### config.mk
export PLATFORM = sky130hd
export DESIGN_NAME = mem_port_arbiter
export DESIGN_NICKNAME = d
export VERILOG_FILES = /design/src/rtl/mem_port_arbiter.sv
export SDC_FILE = /design/constraint.sdc
export NUM_CORES = 1
export LEC_CHECK = 0
export ABC_AREA = 1
export ABC_CLOCK_PERIOD_IN_PS = 6300
export CORE_MARGIN = 10
export CORE_UTILIZATION = 43
export DETAILED_ROUTE_END_ITERATION = 8
export PLACE_DENSITY = 0.82
export SLEW_MARGIN = 10
export SYNTH_ARGS = -nofsm -noshare
export SYNTH_HDL_FRONTEND = slang
export SYNTH_SLANG_ARGS = --single-unit
export TNS_END_PERCENT = 1
### constraint.sdc
create_clock -name clk -period 6.3 [get_ports clk]
set_clock_uncertainty 0.05 [all_clocks]
set_input_delay 1.26 -clock clk [delete_from_list [all_inputs] [get_ports clk]]
set_output_delay 1.26 -clock clk [all_outputs]
set_load 0.005 [all_outputs]
### src/rtl/mem_port_arbiter.sv
// mem_port_arbiter: shares one external data-memory port between the CPU
// load/store unit and the GEMM accelerator mover. It uses round-robin
// arbitration and allows one outstanding transaction at a time. Request
// fields are registered on grant, and every transaction has a watchdog
// timeout.
//
// Ports:
//   clk, reset            system clock, asynchronous active-high reset
//   cpu_* / acc_*         requester side: cs/rd_wr/mask/addr/wdata in,
//                         rdata/valid/err out (valid is a 1-cycle pulse)
//   mem_*                 memory side: cs/rd_wr/mask/addr/write_data out,
//                         read_data/valid in
//   busy                  high whenever the arbiter is not idle
module mem_port_arbiter #(
    parameter int unsigned       ADDR_W   = 32,
    parameter int unsigned       DATA_W   = 32,
    parameter int unsigned       TIMEOUT  = 64,
    parameter logic [DATA_W-1:0] ERR_DATA = '0
) (
    input  logic                clk,
    input  logic                reset,

    input  logic                cpu_cs,
    input  logic                cpu_rd_wr,
    input  logic [DATA_W/8-1:0] cpu_mask,
    input  logic [ADDR_W-1:0]   cpu_addr,
    input  logic [DATA_W-1:0]   cpu_wdata,
    output logic [DATA_W-1:0]   cpu_rdata,
    output logic                cpu_valid,
    output logic                cpu_err,

    input  logic                acc_cs,
    input  logic                acc_rd_wr,
    input  logic [DATA_W/8-1:0] acc_mask,
    input  logic [ADDR_W-1:0]   acc_addr,
    input  logic [DATA_W-1:0]   acc_wdata,
    output logic [DATA_W-1:0]   acc_rdata,
    output logic                acc_valid,
    output logic                acc_err,

    output logic                mem_cs,
    output logic                mem_rd_wr,
    output logic [DATA_W/8-1:0] mem_mask,
    output logic [ADDR_W-1:0]   mem_addr,
    output logic [DATA_W-1:0]   mem_write_data,
    input  logic [DATA_W-1:0]   mem_read_data,
    input  logic                mem_valid,

    output logic                busy
);

    localparam int unsigned MASK_W = DATA_W / 8;
    localparam int unsigned CNT_W  = 16;
    localparam logic        GRANT_ACC = 1'b1;

    typedef enum logic [1:0] {IDLE, XFER_CPU, XFER_ACC, RESP} state_t;

    state_t              state, state_n;
    logic                last_grant, last_grant_n;
    logic [CNT_W-1:0]    cnt, cnt_n;
    logic                mem_cs_n, mem_rd_wr_n;
    logic [MASK_W-1:0]   mem_mask_n;
    logic [ADDR_W-1:0]   mem_addr_n;
    logic [DATA_W-1:0]   mem_write_data_n;
    logic [DATA_W-1:0]   cpu_rdata_n, acc_rdata_n;
    logic                cpu_valid_n, acc_valid_n, cpu_err_n, acc_err_n;
    logic                busy_n;
    logic                grant_acc;
    logic                xfer_done;
    logic [DATA_W-1:0]   resp_data;

    // Next-state and registered-output logic
    always_comb begin
        state_n          = state;
        last_grant_n     = last_grant;
        cnt_n            = cnt;
        mem_cs_n         = mem_cs;
        mem_rd_wr_n      = mem_rd_wr;
        mem_mask_n       = mem_mask;
        mem_addr_n       = mem_addr;
        mem_write_data_n = mem_write_data;
        cpu_rdata_n      = cpu_rdata;
        acc_rdata_n      = acc_rdata;
        cpu_valid_n      = 1'b0;
        acc_valid_n      = 1'b0;
        cpu_err_n        = 1'b0;
        acc_err_n        = 1'b0;
        grant_acc        = 1'b0;
        // mem_valid wins over the watchdog in the final cycle
        xfer_done        = mem_valid || (cnt == CNT_W'(TIMEOUT - 1));
        resp_data        = mem_valid ? mem_read_data : ERR_DATA;

        case (state)
            IDLE: begin
                if (cpu_cs || acc_cs) begin
                    // On a tie the master not served last time wins
                    grant_acc        = acc_cs && (!cpu_cs || (last_grant != GRANT_ACC));
                    state_n          = grant_acc ? XFER_ACC : XFER_CPU;
                    last_grant_n     = grant_acc;
                    cnt_n            = '0;
                    mem_cs_n         = 1'b1;
                    mem_rd_wr_n      = grant_acc ? acc_rd_wr : cpu_rd_wr;
                    mem_mask_n       = grant_acc ? acc_mask  : cpu_mask;
                    mem_addr_n       = grant_acc ? acc_addr  : cpu_addr;
                    mem_write_data_n = mem_rd_wr_n ? '0 :
                                       (grant_acc ? acc_wdata : cpu_wdata);
                end
            end
            XFER_CPU, XFER_ACC: begin
                if (xfer_done) begin
                    mem_cs_n = 1'b0;
                    state_n  = RESP;
                    if (state == XFER_ACC) begin
                        acc_valid_n = 1'b1;
                        acc_err_n   = !mem_valid;
                        if (mem_rd_wr) acc_rdata_n = resp_data;
                    end else begin
                        cpu_valid_n = 1'b1;
                        cpu_err_n   = !mem_valid;
                        if (mem_rd_wr) cpu_rdata_n = resp_data;
                    end
                end else begin
                    cnt_n = cnt + CNT_W'(1);
                end
            end
            RESP: begin
                state_n = IDLE;
            end
            default: begin
                state_n = IDLE;
            end
        endcase

        busy_n = (state_n != IDLE);
    end

    // State and output registers
    always_ff @(posedge clk or posedge reset) begin
        if (reset) begin
            state          <= IDLE;
            last_grant     <= GRANT_ACC;
            cnt            <= '0;
            mem_cs         <= 1'b0;
            mem_rd_wr      <= 1'b0;
            mem_mask       <= '0;
            mem_addr       <= '0;
            mem_write_data <= '0;
            cpu_rdata      <= '0;
            acc_rdata      <= '0;
            cpu_valid      <= 1'b0;
            acc_valid      <= 1'b0;
            cpu_err        <= 1'b0;
            acc_err        <= 1'b0;
            busy           <= 1'b0;
        end else begin
            state          <= state_n;
            last_grant     <= last_grant_n;
            cnt            <= cnt_n;
            mem_cs         <= mem_cs_n;
            mem_rd_wr      <= mem_rd_wr_n;
            mem_mask       <= mem_mask_n;
            mem_addr       <= mem_addr_n;
            mem_write_data <= mem_write_data_n;
            cpu_rdata      <= cpu_rdata_n;
            acc_rdata      <= acc_rdata_n;
            cpu_valid      <= cpu_valid_n;
            acc_valid      <= acc_valid_n;
            cpu_err        <= cpu_err_n;
            acc_err        <= acc_err_n;
            busy           <= busy_n;
        end
    end

endmodule

==> results.json, run 1 <==
{
  "path_class": "input port to register",
  "critPathBufInv": 2,
  "ctsResizeCount": 0,
  "yosys_warnings": 0,
  "slowest_delay_ps": 1020,
  "antenna_found_initial": 0,
  "r2r_cells": 6,
  "multiInputGateArea_um2": 2910,
  "syn_area_um2": 7240,
  "hpwl_um": 18100,
  "gp_congestion": 0.827,
  "r2r_slack_ps": 3030,
  "syn-num-nets": 981,
  "core-area_um2": 16500,
  "cts_tree": "yes",
  "grt_pass1_wl_um": 36800,
  "drive_gt1_share_pct": 8.67,
  "hold_path.class": "register to register",
  "drc_errors": 0,
  "yosysSeqAreaShare_pct": 54.6,
  "antennaDiodeCount": 0,
  "leakagePower_nw": 4.98,
  "final.setup.tns_ps": 0,
  "first_global_vias": 6719,
  "cts_hold_buf": 0,
  "track_usage_pct": 20.9,
  "yosys_register_bits": 158,
  "postPlaceCellArea_um2": 10400,
  "nFillCells": 1355,
  "cts_root_buffer": "clkbuf_16",
  "num_vias": 6616,
  "rsz0062_at_grt": "no",
  "ctsHtreeMaxLevel": 4,
  "hold_start": "cpu_rdata[19]",
  "final_area_um2": 11000,
  "hold_depth": 2,
  "netlist_instances": 802,
  "cts_buffers": 17,
  "worstSetupStartpointType": "input port",
  "max_freq_mhz": 259,
  "syn_area_per_cell_um2": 9.03,
  "finalSetupViolCount": 0,
  "num_rows": 47,
  "cp_max_fo": 38,
  "ir_drop_v": 0.000523,
  "clock_latency_ps": 430,
  "worstHoldEndpoint": "cpu_rdata[19]",
  "regArea_um2": 3960,
  "rr_startpoint": "state[0]",
  "io_pins": 314,
  "wire_per_inst_um": 18.1,
  "slew_viol_final": 0,
  "maxCapViolCount": 0,
  "ant_nets": 0,
  "cp_slowest_cell": "nand3_1",
  "die_h_um": 150,
  "end_kind": "register",
  "maxSlewHeadroom_pct": 28.4,
  "post-cts-setup-buffers": 0,
  "portBuffers": 313,
  "timing.rr.end": "mem_write_data[8]",
  "wl_um": 24000,
  "cts.sinks": 158,
  "drt_iter0_markers": 453,
  "fin_nets": 1273,
  "area_growth_pct": 52.1,
  "die-area_um2": 22400,
  "vias_per_cell": 4.99,
  "required_ps": 6560,
  "finalCritPeriodShare_pct": 61.3,
  "hold_viol": 0,
  "path_cells": "clkdlybuf4s50_1 > o21ai_4 > inv_1 > nand3_1 > o21ai_0",
  "clockBufferDepth": 2,
  "cp_top_family": "buffers and inverters",
  "post-route-min-period_ps": 3860,
  "synth.distinct_cells": 30,
  "status": "completed",
  "clkTransAtPathRegs_ps": 70,
  "dr.pass1.iters": 5,
  "powerDensity_nw_per_um2": 428,
  "cp.arrival_ps": 4130,
  "tightest_slew_ps": 1070,
  "grt-ovfl-total": 0,
  "grt_max_degree": 112,
  "die_w_um": 150,
  "start_util_pct": 43.8
}
cell usage in the layout, fill, tap and decap left out, drive strengths merged, types with 3 or more instances in the layout:
cell type / netlist / layout
nor2: 63 / 63
nand3: 17 / 17
dfrtp: 157 / 157
a21oi: 3 / 3
nand2: 257 / 257
buf: 21 / 4
inv: 33 / 41
mux2i: 32 / 32
o21ai: 175 / 175
clkdlybuf4s50: 0 / 313
clkbuf: 23 / 18
clkinv: 0 / 3
nor3: 5 / 5
ha: 4 / 4
cell families after synthesis:
group / Yosys count / share of synthesized area, %
simple gates: 346 / 19.3
compound gates: 181 / 15.0
flops: 158 / 54.6
buf+inv: 77 / 5.42
mux: 32 / 4.42
xor+xnor: 4 / 0.484
fa+ha+maj: 4 / 0.691
layer usage:
| metal | up-vias | global-route usage (%) | wire length, µm |
|---|---|---|---|
| met4 | 0 | 9.38 | 860 |
| li1 | 3190 | - | - |
| met3 | 40 | 7.82 | 2150 |
| met1 | 3134 | 23.3 | 8990 |
| met5 | - | 0 | 0 |
| met2 | 252 | 35.1 | 12100 |
metrics by stage:
stage	hold slack, ps	setup WS (ps)	instances	total power (W)	utilization (%)
floorplan	420	728	802	0.00255	-
global placement	412	2110	1295	0.00367	63.1
detailed placement	416	1980	1295	0.00372	63.1
CTS	432	2420	1327	0.00476	66.7
global route	445	2120	1327	0.00500	66.7
finish	430	2440	1327	0.00471	66.7
worst max-delay path by stage:
stage            from                  to  slack, ps  depth (start not counted)
2_1_floorplan   reset             acc_err        730                          1
3_3_place_gp   acc_cs  mem_write_data[25]       2110                          5
3_5_place_dp   cpu_cs  mem_write_data[22]       1980                          5
4_1_cts        cpu_cs  mem_write_data[22]       2420                          5
5_1_grt        cpu_cs   mem_write_data[8]       2120                          5
6_report       cpu_cs   mem_write_data[8]       2440                          5
power breakdown:
| part | switching (W) | internal (W) |
|---|---|---|
| Sequential | 0.000227 | 0.00142 |
| Clock | 0.000456 | 0.000569 |
| Combinational | 0.000992 | 0.00105 |
| Total | 0.00168 | 0.00304 |
flip-flops by register name, indices dropped and copies added, names as in the netlist:
signal / count
acc_rdata: 32
cpu_rdata: 32
mem_addr: 32
mem_write_data: 32
cnt: 16
mem_mask: 4
state: 2
acc_err: 1
acc_valid: 1
busy: 1
cpu_err: 1
cpu_valid: 1
last_grant: 1
mem_cs: 1
mem_rd_wr: 1
cells in the mapped netlist:
master      n  area (µm²)
nand2_4     3        33.8
buf_2       7        35.0
buf_4       3        22.5
dfstp_2     1        26.3
nand3b_1    2        15.0
a21oi_1     3        15.0
nor2_1     61         229
inv_1      32         120
nor3_1      5        25.0
o21ai_0    76         380
clkbuf_2    1        5.00
o21ai_1    52         260
xnor2_1     2        17.5
o21bai_1    2        15.0
nand2_2     1        6.26
nand2_1   253         950
nand3_1    14        70.1
nand3_4     2        35.0
xor2_1      2        17.5
inv_2       1        3.75
dfrtp_1   157        3930
nor2_2      2        12.5
o21ai_2    47         412
clkbuf_1   22        82.6
ha_1        4        50.1
nand4_1     2        12.5
nand3_2     1        10.0
mux2i_1    32         320
o21a_1      1        7.51
buf_6      11         124
cell type report:
| type | count | area share, % |
|---|---|---|
| sequential | 158 | 35.9 |
| timing repair buffer | 317 | 28.7 |
| multi-input combinational | 567 | 26.4 |
| clock buffer | 18 | 3.99 |
| tap | 220 | 2.50 |
| clock inverter | 14 | 1.32 |
| inverter | 33 | 1.17 |
worst register-to-register path, cell delays in order, from the launching register on:
cell and delay [ps]:
dfrtp_1 400, inv_1 130, ha_1 290, o21ai_4 80, inv_1 710, nand3_1 1020
o21ai_0 480
Note: power is estimated with default switching activity, not from simulation.
==> run 2, diff against run 1 <==
- ABC_CLOCK_PERIOD_IN_PS: 6300 -> 3200
- CORE_UTILIZATION: 43 -> 39
- PLACE_DENSITY: 0.82 -> 0.79
- clock period: 6.3 -> 3.2 ns (I/O delays scaled with it)
==> run 2 against run 1 <==
  * Cell area up 1.0%
  * Worst setup slack got worse by 1600 ps
  * Utilization decreased by 5.1 points
  * Combinational power up 97%
  * Critical path depth rose by 3
  * Sequential share of layout area shrank 0.36 points
  * Largest cell class unchanged
  * Cell count increased by 1.2%
  * Global-route usage decreased by 2.4 points
  * Hold slack lost 3.6 ps
  * Non-clock buffer count grew 7
  * First-iteration DRC count is 15% lower
==> results.json, run 2 (same netlist as run 1, synthesis figures left out) <==
{
  "clock_latency_ps": 420,
  "clkTransAtPathRegs_ps": 70,
  "end_kind": "register",
  "critPathBufInv": 0,
  "path_cells": "ha_1 > nand3_2 > nor2_2 > nand2_2 > nand2_4 > nand3_4 > nand2_1 > o21ai_2",
  "powerDensity_nw_per_um2": 837,
  "drive_gt1_share_pct": 9.16,
  "portBuffers": 313,
  "slowest_delay_ps": 580,
  "die_h_um": 156,
  "finalCritPeriodShare_pct": 73.5,
  "cts_tree": "yes",
  "antenna_found_initial": 0,
  "finalSetupViolCount": 0,
  "dr.pass1.iters": 5,
  "status": "completed",
  "wl_um": 23500,
  "num_rows": 49,
  "cp_top_family": "simple AND/OR/NAND/NOR gates",
  "maxCapViolCount": 0,
  "num_vias": 6539,
  "worstSetupStartpointType": "register",
  "ctsHtreeMaxLevel": 4,
  "cts.sinks": 158,
  "max_freq_mhz": 425,
  "io_pins": 314,
  "cp.arrival_ps": 2580,
  "final.setup.tns_ps": 0,
  "drc_errors": 0,
  "ctsResizeCount": 0,
  "hold_path.class": "input port to async pin",
  "maxSlewHeadroom_pct": 45.6,
  "path_class": "register to register",
  "hpwl_um": 17800,
  "dp_cells": 1311,
  "clockBufferDepth": 2,
  "tightest_slew_ps": 816,
  "track_usage_pct": 18.5,
  "area_growth_pct": 53.7,
  "antennaDiodeCount": 0,
  "slew_viol_final": 0,
  "post-route-min-period_ps": 2350,
  "vias_per_cell": 4.87,
  "gp_congestion": 0.851,
  "die_w_um": 156,
  "post-cts-setup-buffers": 0,
  "cts_root_buffer": "clkbuf_16",
  "hold-worst-slack_ps": 426,
  "mostFrequentLayoutCells": "313 x clkdlybuf4s50_1, 252 x nand2_1, 157 x dfrtp_1, 76 x o21ai_0, 61 x nor2_1",
  "fin_cells": 1343,
  "required_ps": 3430,
  "ant_nets": 0,
  "grt_max_degree": 98,
  "cp_max_fo": 64,
  "wire_per_inst_um": 17.5,
  "cts_buffers": 17,
  "first_global_vias": 6519,
  "start_util_pct": 40.0,
  "ir_drop_v": 0.000374,
  "fin_nets": 1280,
  "utilization_pct": 61.5,
  "rsz0062_at_grt": "no",
  "cts_hold_buf": 0,
  "cp_slowest_cell": "nand3_4",
  "hold_viol": 0,
  "grt_pass1_wl_um": 35800,
  "leakagePower_nw": 5.03,
  "grt-ovfl-total": 0,
  "drt_iter0_markers": 386,
  "die-area_um2": 24400,
  "core-area_um2": 18100,
  "layout_commonest_cell": "clkdlybuf4s50_1"
}
[run 2: cell count changes in the layout (fill, tap and decap cells not counted)]
cell        change
clkinv_2        -1
clkbuf_8        -1
clkinvlp_4      +1
inv_6           +1
clkbuf_1        +1
clkinv_4        -1
buf_12          +3
buf_4           +4
inv_8           -1
bufinv_16       +1
[run 2: worst paths after layout]
| path | start | to | slack, ps | cells past startpoint |
|---|---|---|---|---|
| setup / recovery | cnt[0] | acc_rdata[8] | 850 | 8 |
| hold / removal | reset | mem_write_data[4] | 430 | 2 |
| setup reg to reg | cnt[0] | acc_rdata[8] | 850 | 8 |
| hold reg to reg | cpu_rdata[28] | cpu_rdata[28] | 430 | 2 |
| max in group asynchronous | reset | cpu_rdata[0] | 1900 | 3 |
| min in group clk | cpu_rdata[28] | cpu_rdata[28] | 430 | 2 |
[run 2: cell type report]
cell class                 instances  area (µm²)
inverter                          33         128
multi-input combinational        567        2910
fill                            1539        6960
clock inverter                    14         168
sequential                       158        3960
tap                              229         287
clock buffer                      18         429
timing repair buffer             324        3250
[run 2: power by group]
part | internal (W) | total (W) | switching [W]
Combinational | 0.00210 | 0.00401 | 0.00192
Clock | 0.00118 | 0.00207 | 0.000888
Sequential | 0.00279 | 0.00323 | 0.000438
Total | 0.00607 | 0.00931 | 0.00324
[run 2: through the flow]
stage | power (W) | area [µm²] | worst slack (ps)
after detailed placement | 0.00733 | 10500 | 553
after global placement | 0.00723 | 10500 | 616
after global routing | 0.00993 | 11100 | 626
final | 0.00931 | 11100 | 849
after CTS | 0.00943 | 11100 | 870
after floorplan | 0.00503 | 7250 | 510
[run 2: metal layers]
| metal | wire length (µm) | GRT usage [%] | up-vias |
|---|---|---|---|
| met3 | 2590 | 8.36 | 16 |
| met5 | 0 | 0 | - |
| met2 | 11100 | 30.0 | 280 |
| li1 | - | - | 3210 |
| met1 | 9420 | 21.7 | 3033 |
| met4 | 332 | 5.35 | 0 |
==> run 3, diff against run 2 <==
- ABC_CLOCK_PERIOD_IN_PS: 3200 -> 2200
- CORE_UTILIZATION: 39 -> 43
- PLACE_DENSITY: 0.79 -> 0.82
- clock period: 3.2 -> 2.2 ns (I/O delays scaled with it)
==> run 3 against run 2 <==
  * Flip-flop and latch count unchanged
  * Count of clock-buffer cells in the layout unchanged
  * Clock power up 42%
  * Cell count about the same
  * First-iteration DRC count down 2.6%
  * Utilization up 6.7 points
  * Register-to-register slack worse by 500 ps
  * Critical path depth down 7
  * Cell area up 1.3%
==> results.json, run 3 (same netlist as run 1, synthesis figures left out) <==
{
  "status": "completed",
  "first_global_vias": 6749,
  "num_vias": 6647,
  "nFillCells": 1295,
  "antenna_found_initial": 0,
  "clkTransAtPathRegs_ps": 70,
  "ir_drop_v": 0.000710,
  "grt-ovfl-total": 0,
  "dr.pass1.iters": 6,
  "wl_met1_um": 8720,
  "area_growth_pct": 55.7,
  "num_rows": 47,
  "rr_startpoint": "cnt[0]",
  "drt_iter0_markers": 376,
  "start_util_pct": 43.8,
  "cp_num_cells": 1,
  "clock_latency_ps": 430,
  "portBuffers": 313,
  "cp_max_fo": 4,
  "grt_max_degree": 71,
  "hold_path.class": "input port to async pin",
  "hpwl_um": 18500,
  "multiInputGateArea_um2": 2910,
  "r2r_slack_ps": 350,
  "path_class": "register to output port",
  "cts_buffers": 17,
  "grt_pass1_wl_um": 36800,
  "cts_hold_buf": 0,
  "slowest_delay_ps": 570,
  "regArea_um2": 3960,
  "wl_um": 24100,
  "slew_viol_final": 0,
  "io_pins": 314,
  "track_usage_pct": 21.0,
  "cts_tree": "yes",
  "drive_gt1_share_pct": 9.89,
  "mostFrequentLayoutCells": "313 x clkdlybuf4s50_1, 252 x nand2_1, 157 x dfrtp_1, 76 x o21ai_0, 61 x nor2_1",
  "path_cells": "clkdlybuf4s50_1",
  "layout_commonest_cell": "clkdlybuf4s50_1",
  "tightest_slew_ps": 378,
  "critPathBufInv": 1,
  "post-cts-setup-buffers": 0,
  "timing.rr.end": "cpu_rdata[27]",
  "post-route-min-period_ps": 1930,
  "ant_nets": 0,
  "end_kind": "output port",
  "antennaDiodeCount": 0,
  "finalCritPeriodShare_pct": 87.8,
  "fin_nets": 1288,
  "hold_viol": 0,
  "ctsResizeCount": 0,
  "required_ps": 1710,
  "die_h_um": 150,
  "maxUsedRoutingLayer": "met4",
  "ctsHtreeMaxLevel": 4,
  "r2r_cells": 9,
  "cp_top_family": "buffers and inverters",
  "gp_congestion": 0.861,
  "final.setup.tns_ps": 0,
  "clockBufferDepth": 2,
  "vias_per_cell": 4.95,
  "wire_per_inst_um": 18.0,
  "die_w_um": 150,
  "met2_length_um": 11900,
  "rsz0062_at_grt": "no",
  "fin_cells": 1342,
  "leakagePower_nw": 5.09,
  "cts_root_buffer": "clkbuf_16",
  "worstSetupStartpointType": "register",
  "powerDensity_nw_per_um2": 1210,
  "cts.sinks": 158,
  "wl_met3_um": 2480,
  "core-area_um2": 16500,
  "die-area_um2": 22400,
  "cp.arrival_ps": 1440,
  "finalSetupViolCount": 0,
  "max_freq_mhz": 518,
  "drc_errors": 0,
  "cp_slowest_cell": "clkdlybuf4s50_1",
  "maxSlewHeadroom_pct": 74.7,
  "dp_cells": 1310,
  "cp-startpoint": "mem_rd_wr",
  "maxCapViolCount": 0
}
-- run 3: changes by cell type in the layout (fill, tap and decap cells not counted) --
cell,before,now
buf_12,3,11
clkinvlp_4,3,6
clkbuf_8,0,1
inv_6,7,2
clkinv_8,0,1
clkbuf_1,1,0
clkinv_4,1,2
inv_8,2,3
bufinv_16,2,1
-- run 3: per-stage QoR --
step	power [W]	hold slack (ps)	area, µm²	setup slack, ps	utilization, %
4_1_cts	0.0138	304	11300	244	68.2
2_1_floorplan	0.00732	420	7250	-290	-
3_3_place_gp	0.0107	413	10700	225	64.6
3_5_place_dp	0.0109	418	10700	145	64.6
6_report	0.0137	307	11300	268	68.2
5_1_grt	0.0145	334	11300	217	68.2
-- run 3: worst max path at each step --
stage	slack (ps)	to
3_5_place_dp	140	mem_write_data[9]
5_1_grt	220	mem_rd_wr
4_1_cts	240	mem_rd_wr
6_report	270	mem_rd_wr
2_1_floorplan	-290	acc_err
3_3_place_gp	230	mem_write_data[6]
-- run 3: layer usage --
metal,vias up,track usage [%]
met5,-,0
met4,0,10.7
li1,3227,-
met3,44,9.15
met1,3113,21.7
met2,263,35.8
-- run 3: area by class of cell --
type | instances | share of cell area [%]
flip-flops and latches | 158 | 35.1
repair buffers | 332 | 30.3
multi-input cells | 567 | 25.8
clock buffers | 18 | 3.90
well taps | 220 | 2.44
clock inverters | 14 | 1.35
inverters | 33 | 1.13
-- run 3: where the power goes --
part | total (W) | switching [W] | internal (W)
logic | 0.00605 | 0.00284 | 0.00321
registers | 0.00469 | 0.000629 | 0.00406
clock network | 0.00293 | 0.00131 | 0.00163
total | 0.0137 | 0.00478 | 0.00890
==> edit 1, RTL diff (settings of run 1) <==
Register the input `cpu_wdata` before use. The logic sees it one clock later. The other inputs are not delayed to match.
--- a/src/rtl/mem_port_arbiter.sv
+++ b/src/rtl/mem_port_arbiter.sv
@@ -55,6 +55,12 @@
 
     typedef enum logic [1:0] {IDLE, XFER_CPU, XFER_ACC, RESP} state_t;
 
+    logic [DATA_W-1:0] cpu_wdata_q;
+
+    always_ff @(posedge clk) begin
+        cpu_wdata_q <= cpu_wdata;
+    end
+
     state_t              state, state_n;
     logic                last_grant, last_grant_n;
     logic [CNT_W-1:0]    cnt, cnt_n;
@@ -103,7 +109,7 @@
                     mem_mask_n       = grant_acc ? acc_mask  : cpu_mask;
                     mem_addr_n       = grant_acc ? acc_addr  : cpu_addr;
                     mem_write_data_n = mem_rd_wr_n ? '0 :
-                                       (grant_acc ? acc_wdata : cpu_wdata);
+                                       (grant_acc ? acc_wdata : cpu_wdata_q);
                 end
             end
             XFER_CPU, XFER_ACC: begin
Function: changed (a bounded check fails within 4 cycles, from zero or initial values and one cycle with reset high).
==> edit 1 against run 1 <==
Cell area rose by 6.7%. Non-clock buffer count rose by 2. Sequential cell count increased by 32. Worst hold slack gained 0.0028 ns. Final cell count rose by 3.6%. Largest power group unchanged. Synthesized area increased by 10%. Via count grew 2.8%. First-iteration DRC count rose by 3.5%. Setup slack improved by 0.44 ns. Sequential power up 13%. Critical endpoint is now mem_write_data[17]$_DFFE_PP0P_. Total power rose by 5.5%. Highest routed layer is now met5. Wire length increased by 2.5%. Synthesized cell count rose by 4.6%.
==> edit 1: results (changes against run 1) <==
clk buf depth 2 (unchanged); Clk pin slew, worst setup/hold paths 0.07 ns (about the same); Arr. time, crit path 3.67 ns (-0.46 ns); via count 6799 (+2.8%); leak pwr 5.24 nW (+5.3%); total track usage 19.9% (-1.1 points); post-CTS resize count 0 (unchanged); Mapped Nets 1018 (+3.8%); top area cells in the synthesized netlist dfrtp_1 49%, nand2_1 12%, dfxtp_1 8.0%; Post-synth top cells 246 x nand2_1, 157 x dfrtp_1, 92 x o21ai_1; Critical Path End mem_write_data[17]$_DFFE_PP0P_; Crit-path slowest cell buf_4; worst r2r dst cnt[15]$_DFFE_PP0P_; largest net degree at the start of global routing 72 (-36%); first-pass GRT wire length 38400 µm (+4.4%); port bufs 313 (unchanged); clock root cell clkbuf_16; sequential area share after synthesis 57.6% (+3.0 points); Clk Latency, worst-skew pair 0.42 ns; nets 1311 (+3.0%); HPWL Detailed 18500 µm (+2.3%); Crit Path Max Fanout 71 (+87%); Post-synth EDFFs 0 (unchanged); Placer Congestion 0.870 (+5.2%); DRT iter0 DRCs 469 (+3.5%); reg2reg setup slack 3.71 ns (+0.68 ns); Unique masters post-synth 31 (+3.3%); R2R cell count 8 (+2); total wire length 24700 µm (+2.5%); H-Tree Depth 4 (unchanged); vias in the first global route 7066 (+5.2%); Placed Area 0.0112 mm² (+7.1%); Worst slew margin 36.5% (+8.1 points); share of layout cells above drive strength 1 9.78% (+1.1 points); status finished, final reports clean; CP max stage delay 0.74 ns (-0.28 ns); worst r2r src state[0]$_DFF_PP0_; ys async rst share 83.2% (-17 points); Inserted Clock Buffers 17 (unchanged); Fill cells 1491 (+10%); prevailing post-synth register cell dfrtp_1; Post-CTS Setup Inserts 0 (unchanged); Worst VDD drop 0.222 mV (-58%); initial antenna violation count 2 (+2)
-- edit 1: layout make-up --
| type | count | share of cell area, % |
|---|---|---|
| clock inverter | 14 | 1.29 |
| antenna | 1 | 0.0213 |
| clock buffer | 18 | 3.65 |
| multi-input combinational | 573 | 25.5 |
| tap | 229 | 2.44 |
| sequential | 190 | 39.1 |
| inverter | 31 | 1.03 |
| timing repair buffer | 319 | 27.0 |
-- edit 1: per-stage QoR --
step                worst slack (ns)  cells  utilization, %  hold WS [ns]
CTS                             2.89   1374            65.0         0.435
finish                          2.88   1375            65.0         0.432
floorplan                      0.728    839               -         0.420
global placement                2.54   1342            61.8         0.413
detailed placement              2.43   1342            61.8         0.417
global route                    2.68   1374            65.0         0.445
-- edit 1: tightest hold or removal path, cell delays in order (launching register included) --
cell and delay, ns:
dfrtp_1 0.35, nand2_1 0.06, o21ai_2 0.04
-- edit 1: cell families after synthesis --
kind of cell	synth area share, %
AO/OA/AOI/OAI	14.0
XOR/XNOR	0.329
adder cells (fa/ha/maj)	0.627
buffers and inverters	5.05
flip-flops	57.6
multiplexers	4.01
AND/OR/NAND/NOR	18.4
-- edit 1: how the worst min path moves through the flow --
stage | startpoint | end | slack (ns) | cells after the start
6_report | acc_rdata[22]$_DFFE_PP0P_ | acc_rdata[22]$_DFFE_PP0P_ | 0.43 | 2
5_1_grt | cpu_rdata[0]$_DFFE_PP0P_ | cpu_rdata[0]$_DFFE_PP0P_ | 0.44 | 2
4_1_cts | cpu_rdata[3]$_DFFE_PP0P_ | cpu_rdata[3]$_DFFE_PP0P_ | 0.44 | 2
3_5_place_dp | acc_rdata[15]$_DFFE_PP0P_ | acc_rdata[15]$_DFFE_PP0P_ | 0.42 | 2
3_3_place_gp | cpu_rdata[24]$_DFFE_PP0P_ | cpu_rdata[24]$_DFFE_PP0P_ | 0.41 | 2
2_1_floorplan | last_grant$_DFFE_PP1P_ | last_grant$_DFFE_PP1P_ | 0.42 | 2
-- edit 1: metal layers --
layer | vias to the layer above | GRT usage, % | wire length (µm)
met5 | - | 0 | 12
met4 | 2 | 5.21 | 430
met3 | 21 | 9.38 | 2650
met2 | 258 | 33.6 | 12100
met1 | 3192 | 22.1 | 9410
li1 | 3326 | - | -
-- edit 1: where the power goes --
part           switching, mW  internal, mW  leakage [nW]
clock                  0.517         0.532         0.283
combinational           1.00          1.06          2.65
sequential             0.229          1.63          2.31
total                   1.75          3.22          5.24
==> edit 2, RTL diff (flow settings as in run 1) <==
Without the edit above. Set the parameter `ADDR_W` to 28 (it was 32).
--- a/src/rtl/mem_port_arbiter.sv
+++ b/src/rtl/mem_port_arbiter.sv
@@ -12,7 +12,7 @@
 //                         read_data/valid in
 //   busy                  high whenever the arbiter is not idle
 module mem_port_arbiter #(
-    parameter int unsigned       ADDR_W   = 32,
+    parameter int unsigned       ADDR_W   = 28,
     parameter int unsigned       DATA_W   = 32,
     parameter int unsigned       TIMEOUT  = 64,
     parameter logic [DATA_W-1:0] ERR_DATA = '0
Ports: changed (resized acc_addr, cpu_addr and mem_addr); port bits go from 314 to 302. The function was not compared with the original's and may differ.
==> edit 2 against run 1 <==
Wire length fell by 5.8%. Synthesized cell count decreased by 3.7%. Sequential cell count shrank 4. Total power decreased by 2.5%. Synthesized area shrank 4.0%. Setup slack better by 0.094 ns. Critical endpoint is now mem_write_data[10]$_DFFE_PP0P_. First-iteration DRC count down 23%. Largest cell class unchanged. Cell area decreased by 3.2%.
==> edit 2: results (changes against run 1) <==
f_max 265 MHz (+2.5%); Inserted Clock Buffers 17 (unchanged); status finished, final reports clean; Worst-Margin Slew 1.01 ns (-0.0576 ns); share of layout cells above drive strength 1 6.64% (-2.0 points); sequential area share after synthesis 55.5% (+0.86 points); total track usage 20.6% (-0.38 points); Compound-Gate Fraction of Synth Area 13.6% (-1.5 points); HP Class flip-flop to flip-flop; DRT iter0 DRCs 350 (-23%); Post-CTS Setup Inserts 0 (unchanged); clk buf depth 2 (unchanged); drt pass-1 iters 4 (-1); Placed Area 0.0100 mm² (-3.8%); Combinational Power 1.91 mW (-6%); adder-cell share of the synthesized area 0.720% (+0.029 points); vias in the first global route 6542 (-2.6%); Antenna diodes 0 (unchanged); Post-Synth XOR/XNOR Area 0.756% (+0.27 points); mux cell area share after synthesis 4.61% (+0.19 points); final total power 4.59 mW (-2.5%); initial antenna violation count 1 (+1); Post-synth top cells 244 x nand2_1, 153 x dfrtp_1, 97 x o21ai_0; first-pass GRT wire length 35500 µm (-3.5%); final hold violation count 0 (unchanged); Crit-path slowest cell nand3_1; post-placement cell count 1253 (-3.2%); Placer Congestion 0.845 (+2.3%); Arr. time, crit path 4.03 ns (-0.10 ns); Clk Latency, worst-skew pair 0.42 ns; reg2reg setup slack 3.15 ns (+0.12 ns); Unique masters post-synth 32 (+6.7%); Net Sw Frac 34.5% (-1.0 points); largest net degree at the start of global routing 68 (-39%); Via density 4.93 (-1.2%); top area cells in the synthesized netlist dfrtp_1 55%, nand2_1 13%, o21ai_0 7.0%; nets 1227 (-3.6%); leak pwr 4.79 nW (-3.9%); Fill cells 1261 (-6.9%); Mapped Nets 943 (-3.9%); prevailing post-synth register cell dfrtp_1; setup slack at placement 2.06 ns (+0.0793 ns); total wire length 22700 µm (-5.8%); via count 6331 (-4.3%); HPWL Detailed 16900 µm (-6.5%); worst r2r dst mem_write_data[10]$_DFFE_PP0P_; Crit Path Max Fanout 34 (-11%); Clk network pwr share 23.6% (+1.8 points); post-CTS resize count 0 (unchanged); port bufs 301 (-3.8%); CP max stage delay 0.97 ns (-0.05 ns); post-synthesis cell count 772 (-3.7%); Worst VDD drop 0.283 mV (-46%)
-- edit 2: cell types whose count changed after synthesis, moves of 2 or more --
cell and delta:
dfrtp_1 -4, nand3_1 -2, nand2_1 -9, inv_1 -4
nor2_1 -3, clkbuf_1 -5, o21ai_2 -27, xnor2_1 +2
o21ai_0 +21, buf_2 +3, buf_6 -2, o21ai_1 -3
-- edit 2: final cells by class --
cell class	count	area (µm²)	share of cell area, %
Clock inverter	15	206	1.94
Tap cell	216	270	2.53
Inverter	31	121	1.14
Clock buffer	17	425	3.99
Timing Repair Buffer	306	3050	28.6
Multi-Input combinational cell	546	2740	25.7
Sequential cell	154	3850	36.1
-- edit 2: routing by layer --
metal	global-route usage (%)	share of wire, %
met5	0	0
met4	10.3	4.4
met3	8.45	8.9
met2	33.8	48
met1	22.5	39
-- edit 2: worst min-delay path by stage --
stage	from	end	slack, ns	depth (start not counted)
after CTS	acc_rdata[5]$_DFFE_PP0P_	acc_rdata[5]$_DFFE_PP0P_	0.43	2
after global placement	acc_rdata[6]$_DFFE_PP0P_	acc_rdata[6]$_DFFE_PP0P_	0.41	2
after detailed placement	cpu_rdata[14]$_DFFE_PP0P_	cpu_rdata[14]$_DFFE_PP0P_	0.42	2
after global routing	acc_rdata[5]$_DFFE_PP0P_	acc_rdata[5]$_DFFE_PP0P_	0.45	2
after floorplan	last_grant$_DFFE_PP1P_	last_grant$_DFFE_PP1P_	0.42	2
final	mem_addr[0]$_DFFE_PP0P_	mem_addr[0]$_DFFE_PP0P_	0.43	2
-- edit 2: kinds of logic (layout without fill, tap and decap cells) --
group           count (synthesis)  in the layout
mux                            32             32
compound gates                172            172
xor+xnor                        6              6
flops                         154            154
fa+ha+maj                       4              4
buf+inv                        72            369
simple gates                  332            332
